### config.mk
export PLATFORM = sky130hd
export DESIGN_NAME = div_sched
export DESIGN_NICKNAME = d
export VERILOG_FILES = /design/src/rtl/div_sched.sv
export SDC_FILE = /design/constraint.sdc
export NUM_CORES = 1
export LEC_CHECK = 0
export CAP_MARGIN = 20
export CELL_PAD_IN_SITES_DETAIL_PLACEMENT = 1
export CELL_PAD_IN_SITES_GLOBAL_PLACEMENT = 1
export CORE_MARGIN = 2
export CORE_UTILIZATION = 27
export CTS_CLUSTER_SIZE = 25
export DETAILED_ROUTE_END_ITERATION = 6
export GPL_ROUTABILITY_DRIVEN = 0
export PLACE_DENSITY = 0.76
export SLEW_MARGIN = 25
export SYNTH_ARGS = -nofsm -noshare
export SYNTH_HDL_FRONTEND = slang
export SYNTH_SLANG_ARGS = --single-unit
### constraint.sdc
create_clock -name clk -period 5.5 [get_ports clk]
set_clock_uncertainty 0.1 [all_clocks]
set_input_delay 1.65 -clock clk [delete_from_list [all_inputs] [get_ports clk]]
set_output_delay 1.65 -clock clk [all_outputs]
set_load 0.1 [all_outputs]
### src/rtl/div_sched.sv
// div_sched: round-robin front end that shares one iterative divider core among NREQ requesters.
// Latency: div_start 1 cycle after accept, rsp_valid 2+k cycles after accept (k = core latency); divide-by-zero answers 1 cycle after accept.
// Backpressure: one operation in flight; req_ready stays low from accept until the response is taken with rsp_valid && rsp_ready.
// Build option: define DIV_SCHED_TIMEOUT_EN to add a WAIT-state watchdog (parameter TIMEOUT).
module div_sched #(
    parameter int WIDTH = 8,
    parameter int NREQ  = 2,
    parameter int IDW   = 3
`ifdef DIV_SCHED_TIMEOUT_EN
    ,
    parameter int TIMEOUT = 64
`endif
) (
    input  logic                  clk,
    input  logic                  reset,
    input  logic [NREQ-1:0]       req_valid,
    output logic [NREQ-1:0]       req_ready,
    input  logic [NREQ*WIDTH-1:0] req_dividend,
    input  logic [NREQ*WIDTH-1:0] req_divisor,
    output logic                  div_start,
    output logic [WIDTH-1:0]      div_dividend,
    output logic [WIDTH-1:0]      div_divisor,
    input  logic                  div_done,
    input  logic [WIDTH-1:0]      div_quotient,
    input  logic [WIDTH-1:0]      div_remainder,
    output logic                  rsp_valid,
    input  logic                  rsp_ready,
    output logic [IDW-1:0]        rsp_id,
    output logic [WIDTH-1:0]      rsp_quotient,
    output logic [WIDTH-1:0]      rsp_remainder,
    output logic                  rsp_err,
    output logic                  busy
);

    typedef enum logic [1:0] {IDLE, ISSUE, WAIT, RESP} state_t;

    state_t           state_q, state_d;
    logic [IDW-1:0]   rr_q, rr_d;
    logic             div_start_q, div_start_d;
    logic [WIDTH-1:0] div_dividend_q, div_dividend_d;
    logic [WIDTH-1:0] div_divisor_q, div_divisor_d;
    logic             rsp_valid_q, rsp_valid_d;
    logic [IDW-1:0]   rsp_id_q, rsp_id_d;
    logic [WIDTH-1:0] rsp_quotient_q, rsp_quotient_d;
    logic [WIDTH-1:0] rsp_remainder_q, rsp_remainder_d;
    logic             rsp_err_q, rsp_err_d;
    logic             busy_q, busy_d;

`ifdef DIV_SCHED_TIMEOUT_EN
    localparam int CNT_W = $clog2(TIMEOUT + 1);
    logic [CNT_W-1:0] cnt_q, cnt_d;
`endif

    logic [NREQ-1:0]  rot;
    logic             gnt_vld;
    int               gnt_pos;
    logic [IDW-1:0]   gnt_idx;
    logic [WIDTH-1:0] sel_dvd;
    logic [WIDTH-1:0] sel_dvs;

    // Round-robin pick: rotate valids so the pointer sits at bit 0, take the lowest set bit, map back.
    always_comb begin
        rot     = NREQ'({req_valid, req_valid} >> rr_q);
        gnt_vld = 1'b0;
        gnt_pos = 0;
        for (int k = 0; k < NREQ; k++) begin
            if (!gnt_vld && rot[k]) begin
                gnt_vld = 1'b1;
                gnt_pos = int'(rr_q) + k;
            end
        end
        if (gnt_pos >= NREQ) begin
            gnt_pos = gnt_pos - NREQ;
        end
        gnt_idx = IDW'(gnt_pos);
        if (state_q != IDLE) begin
            gnt_vld = 1'b0;
        end
        req_ready = '0;
        sel_dvd   = '0;
        sel_dvs   = '0;
        for (int i = 0; i < NREQ; i++) begin
            if (gnt_vld && gnt_pos == i) begin
                req_ready[i] = 1'b1;
                sel_dvd      = req_dividend[i*WIDTH +: WIDTH];
                sel_dvs      = req_divisor[i*WIDTH +: WIDTH];
            end
        end
    end

    // Next-state and registered-output values for the accept/issue/wait/respond sequence.
    always_comb begin
        state_d         = state_q;
        rr_d            = rr_q;
        div_start_d     = 1'b0;
        div_dividend_d  = div_dividend_q;
        div_divisor_d   = div_divisor_q;
        rsp_valid_d     = rsp_valid_q;
        rsp_id_d        = rsp_id_q;
        rsp_quotient_d  = rsp_quotient_q;
        rsp_remainder_d = rsp_remainder_q;
        rsp_err_d       = rsp_err_q;
`ifdef DIV_SCHED_TIMEOUT_EN
        cnt_d           = cnt_q;
`endif
        case (state_q)
            IDLE: begin
                if (gnt_vld) begin
                    rsp_id_d       = gnt_idx;
                    rr_d           = (gnt_pos == NREQ - 1) ? '0 : IDW'(gnt_pos + 1);
                    div_dividend_d = sel_dvd;
                    div_divisor_d  = sel_dvs;
                    if (sel_dvs == '0) begin
                        // Divide-by-zero never reaches the core.
                        state_d         = RESP;
                        rsp_valid_d     = 1'b1;
                        rsp_quotient_d  = '1;
                        rsp_remainder_d = sel_dvd;
                        rsp_err_d       = 1'b1;
                    end else begin
                        state_d     = ISSUE;
                        div_start_d = 1'b1;
                    end
                end
            end
            ISSUE: begin
                state_d = WAIT;
`ifdef DIV_SCHED_TIMEOUT_EN
                // Counts cycles since div_start, so the watchdog fires TIMEOUT cycles after launch.
                cnt_d   = CNT_W'(1);
`endif
            end
            WAIT: begin
                if (div_done) begin
                    state_d         = RESP;
                    rsp_valid_d     = 1'b1;
                    rsp_quotient_d  = div_quotient;
                    rsp_remainder_d = div_remainder;
                    rsp_err_d       = 1'b0;
                end
`ifdef DIV_SCHED_TIMEOUT_EN
                else if (cnt_q == CNT_W'(TIMEOUT - 1)) begin
                    state_d         = RESP;
                    rsp_valid_d     = 1'b1;
                    rsp_quotient_d  = '0;
                    rsp_remainder_d = '0;
                    rsp_err_d       = 1'b1;
                end else begin
                    cnt_d = cnt_q + CNT_W'(1);
                end
`endif
            end
            RESP: begin
                if (rsp_ready) begin
                    state_d     = IDLE;
                    rsp_valid_d = 1'b0;
                end
            end
            default: state_d = IDLE;
        endcase
        busy_d = (state_d != IDLE);
    end

    // State and output registers; synchronous reset abandons any operation in flight.
    always_ff @(posedge clk) begin
        if (reset) begin
            state_q         <= IDLE;
            rr_q            <= '0;
            div_start_q     <= 1'b0;
            div_dividend_q  <= '0;
            div_divisor_q   <= '0;
            rsp_valid_q     <= 1'b0;
            rsp_id_q        <= '0;
            rsp_quotient_q  <= '0;
            rsp_remainder_q <= '0;
            rsp_err_q       <= 1'b0;
            busy_q          <= 1'b0;
`ifdef DIV_SCHED_TIMEOUT_EN
            cnt_q           <= '0;
`endif
        end else begin
            state_q         <= state_d;
            rr_q            <= rr_d;
            div_start_q     <= div_start_d;
            div_dividend_q  <= div_dividend_d;
            div_divisor_q   <= div_divisor_d;
            rsp_valid_q     <= rsp_valid_d;
            rsp_id_q        <= rsp_id_d;
            rsp_quotient_q  <= rsp_quotient_d;
            rsp_remainder_q <= rsp_remainder_d;
            rsp_err_q       <= rsp_err_d;
            busy_q          <= busy_d;
`ifdef DIV_SCHED_TIMEOUT_EN
            cnt_q           <= cnt_d;
`endif
        end
    end

    assign div_start     = div_start_q;
    assign div_dividend  = div_dividend_q;
    assign div_divisor   = div_divisor_q;
    assign rsp_valid     = rsp_valid_q;
    assign rsp_id        = rsp_id_q;
    assign rsp_quotient  = rsp_quotient_q;
    assign rsp_remainder = rsp_remainder_q;
    assign rsp_err       = rsp_err_q;
    assign busy          = busy_q;

endmodule

==> out/qor.txt <==
OUTCOME
---------------------------------------------------------------------------------
Outcome                                                                 completed

FLOORPLANNING
---------------------------------------------------------------------------------
Effective utilization at floorplan                                          27.6%
Number of placement rows                                                       32
Die Wd                                                                    92.4 µm
Number of top-level design ports                                               95
Overall die area                                                         8540 µm²
Floorplan core area                                                      7650 µm²
Vertical die dimension                                                    92.4 µm

CELLS AND AREA
---------------------------------------------------------------------------------
Fraction of final layout cells with drive strength greater than 1           17.5%
Core occupancy in the finished layout                                       45.2%
Final Non-Filler Cells                                                        445
Layout overhead on the synthesized area                                     63.7%
Final-stage net count                                                         400
Total inserted antenna cells                                                    0
Final Instance Area                                                      3450 µm²

SETUP PATH
---------------------------------------------------------------------------------
Worst setup EP type                                                   output port
Sequence of cells on the critical path                               buf_8 > and4bb_2 > o21ai_1 > a21o_1 > ha_4 > ha_4 > and3b_2 > buf_6 > nor2_4 > a311oi_4 > buf_12
Worst R2R Setup Slack                                                     1.68 ns
Kind of start point of the critical path                             primary input
CP Max Fanout                                                                   4
Required @ worst endpoint                                                 3.75 ns
Kind of critical path                                                primary input to output port
Slowest cell on the critical path                                    sky130_fd_sc_hd__a311oi_4
CP Data Arrival Time                                                      3.74 ns
Library cell appearing most often on the critical path               sky130_fd_sc_hd__ha_4
Highest cell delay on the worst timing path                               0.41 ns

ROUTING
---------------------------------------------------------------------------------
Total via count after detailed routing                                       2288
Initial DRC count                                                             148
Via density                                                                  5.14
Post-route DRC                                                                  0
Routed len/inst                                                           16.4 µm
DRT met1 WL                                                               3370 µm
Top routing layer in use                                                     met4
Drt first pass iters                                                            4
Post-detailed-route count of antenna-violating nets                             0
Routed met2 length                                                        3570 µm
Total length of routed wires                                              7320 µm
Wire length on met3                                                        267 µm

PLACEMENT
---------------------------------------------------------------------------------
Final HPWL DP                                                             5440 µm
Buffers on Ports                                                               94
Inst Count DP                                                                 432
Placement Cell Area                                                      3290 µm²

CTS
---------------------------------------------------------------------------------
Clock slew seen by the registers of the worst setup and hold paths        0.08 ns
Number of buffers inserted during clock tree synthesis                          5
Total number of clock tree sinks                                               44
CTS tree                                                                      yes
Clk Latency, worst-skew pair                                              0.28 ns
Depth of the CTS H-tree                                                         2
Count of hold buffers inserted by post-cts repair                               0
Maximum root-to-sink buffer count                                               2
Root buffer selected by CTS                                          sky130_fd_sc_hd__clkbuf_8

SYNTH
---------------------------------------------------------------------------------
Cell area after synthesis                                                2110 µm²
Top-area cell type share of the netlist area                                41.8%
Primary FF master, synth                                             sky130_fd_sc_hd__dfxtp_1
Commonest cells in the netlist                                       sky130_fd_sc_hd__dfxtp_1, sky130_fd_sc_hd__nor2_1, sky130_fd_sc_hd__a21oi_1
Top cells by area, synth                                             sky130_fd_sc_hd__dfxtp_1, sky130_fd_sc_hd__a21oi_1, sky130_fd_sc_hd__nor2_1
Count of distinct cell types in the synthesized netlist                        45
Most frequently used cell type in the post-synthesis netlist         sky130_fd_sc_hd__dfxtp_1
Count of flip-flops with a built-in enable after synthesis                      0
Yosys top cell by area                                               sky130_fd_sc_hd__dfxtp_1
Post-synth ARST share                                                          0%
Number of cells produced by synthesis                                         235
Post-synthesis sequential area ratio                                        41.8%
Synth Net Count                                                               293
Mean area per synthesized cell                                           8.98 µm²
Number of register bits inferred by synthesis                                  44
Warning count from the yosys run                                                0

POWER
---------------------------------------------------------------------------------
Clock share of power                                                         9.5%
PwrDens                                                                643 nW/µm²
Maximum VDD drop                                                       0.000331 V
Share of total power in combinational logic                                 68.3%
Fraction of power spent switching nets                                      56.6%
Sequential group share of total power                                       22.1%
Static leakage power                                                   0.00125 µW
Internal power component                                                   964 µW
Net switching power                                                       1260 µW

GRT
---------------------------------------------------------------------------------
Global router's overall resource usage                                      17.5%
First-pass GRT wire length                                               12100 µm
Vias in the first global route                                               2376
Grt ovf                                                                         0
Initial antenna violation count                                                 0
Maximum number of pins on one net before global-route repair                   44

JOB
---------------------------------------------------------------------------------
Max-cap viol count                                                              0

TIMING
---------------------------------------------------------------------------------
Transition time of the tightest slew-check pin                            1.01 ns
Endpoints failing setup                                                         0
Maximum operating frequency                                               182 MHz
Hold Fails Final Rpt                                                            0
RSZ-0062 raised after global routing                                         true
Tcrit/Tclk final                                                            99.9%
Headroom to the max-slew limit                                              32.4%
Clock period minus final worst setup slack                                5.49 ns
Final sum of negative setup slack                                            0 ns
Final Max Slew Viols                                                            0

MIN PATH
---------------------------------------------------------------------------------
Worst hold path type                                                 register to register

[cells in the final DEF (no fill, tap or decap), drive strengths merged, types with 2 or more instances in the layout]
master and count:
a211oi 8, a21boi 3, a21o 2, a21oi 29
a221oi 12, a222oi 10, a22oi 5, a311oi 2
buf 30, clkbuf 7, clkdlybuf4s50 89, dfxtp 44
ha 4, inv 4, nand2 4, nand3 2
nor2 35, nor2b 4, nor3 10, nor4 2
nor4b 7, o211ai 2, o21a 2, o21ai 7
or4 3
[power groups by stage]
stage / logic, µW / clock network, µW / registers [µW]
final: 1520 / 212 / 491
after global routing: 1610 / 230 / 503
after CTS: 1520 / 220 / 491
after detailed placement: 1510 / 0 / 495
after global placement: 1500 / 0 / 494
after floorplan: 510 / 0 / 1130
[state kept, by name, summed over array words and instances, names as in the netlist]
signal / count
div_dividend: 8
rsp_quotient: 8
div_divisor: 8
rr_q: 3
rsp_valid: 1
rsp_remainder: 8
div_start: 1
state_q: 2
rsp_id: 3
rsp_err: 1
busy: 1
[path summary, 6_finish.rpt]
path	cells after the start	startpoint	to
min reg2reg	1	rsp_err	rsp_err
max	11	req_valid[1]	req_ready[1]
max reg2reg	13	rr_q[0]	div_start
min	1	rsp_err	rsp_err
[area by class of cell]
class / instances / area (µm²)
Sequential cell: 44 / 881
Inverter: 4 / 15.0
Clock inverter: 1 / 7.51
Timing Repair Buffer: 119 / 1150
Clock buffer: 7 / 86.3
Tap cell: 102 / 128
Fill cell: 875 / 4190
Multi-Input combinational cell: 168 / 1190
[cell families (layout without fill, tap and decap cells)]
group	count (synthesis)	in the layout	synth area share, %
buffers and inverters	23	131	4.92
adder cells (fa/ha/maj)	4	4	2.37
other	1	1	0.178
AND/OR/NAND/NOR	75	75	18.8
multiplexers	1	1	0.475
AO/OA/AOI/OAI	87	87	31.5
flip-flops	44	44	41.8
[worst max-delay path, delay by kind of cell]
kind	cells	cell delay, ns
and+or+nand+nor	3	0.56
AOI/OAI and AO/OA	3	0.68
adders and majority gates	2	0.42
buffers and inverters	3	0.44
[metrics by stage]
stage          setup slack, ns  hold WS [ns]  total power (µW)
6_report               0.00593         0.376              2220
3_3_place_gp            -0.387         0.351              1990
3_5_place_dp            -0.476         0.357              2010
5_1_grt                -0.0782         0.410              2350
2_1_floorplan         -0.00291         0.389              1640
4_1_cts               -0.00601         0.378              2240
[metal layers]
metal | up-vias | GRT usage (%)
met2 | 55 | 29.0
met3 | 8 | 3.50
met4 | 0 | 4.60
li1 | 1114 | -
met1 | 1111 | 23.3
met5 | - | 0
[repair_timing]
item / CTS / global route
resized for setup: 16 / 0
setup buffers: 2 / 3
pin swaps: 8 / 7
setup endpoints to repair: 2 / 2
No activity file was read; power rests on OpenSTA's default activity.
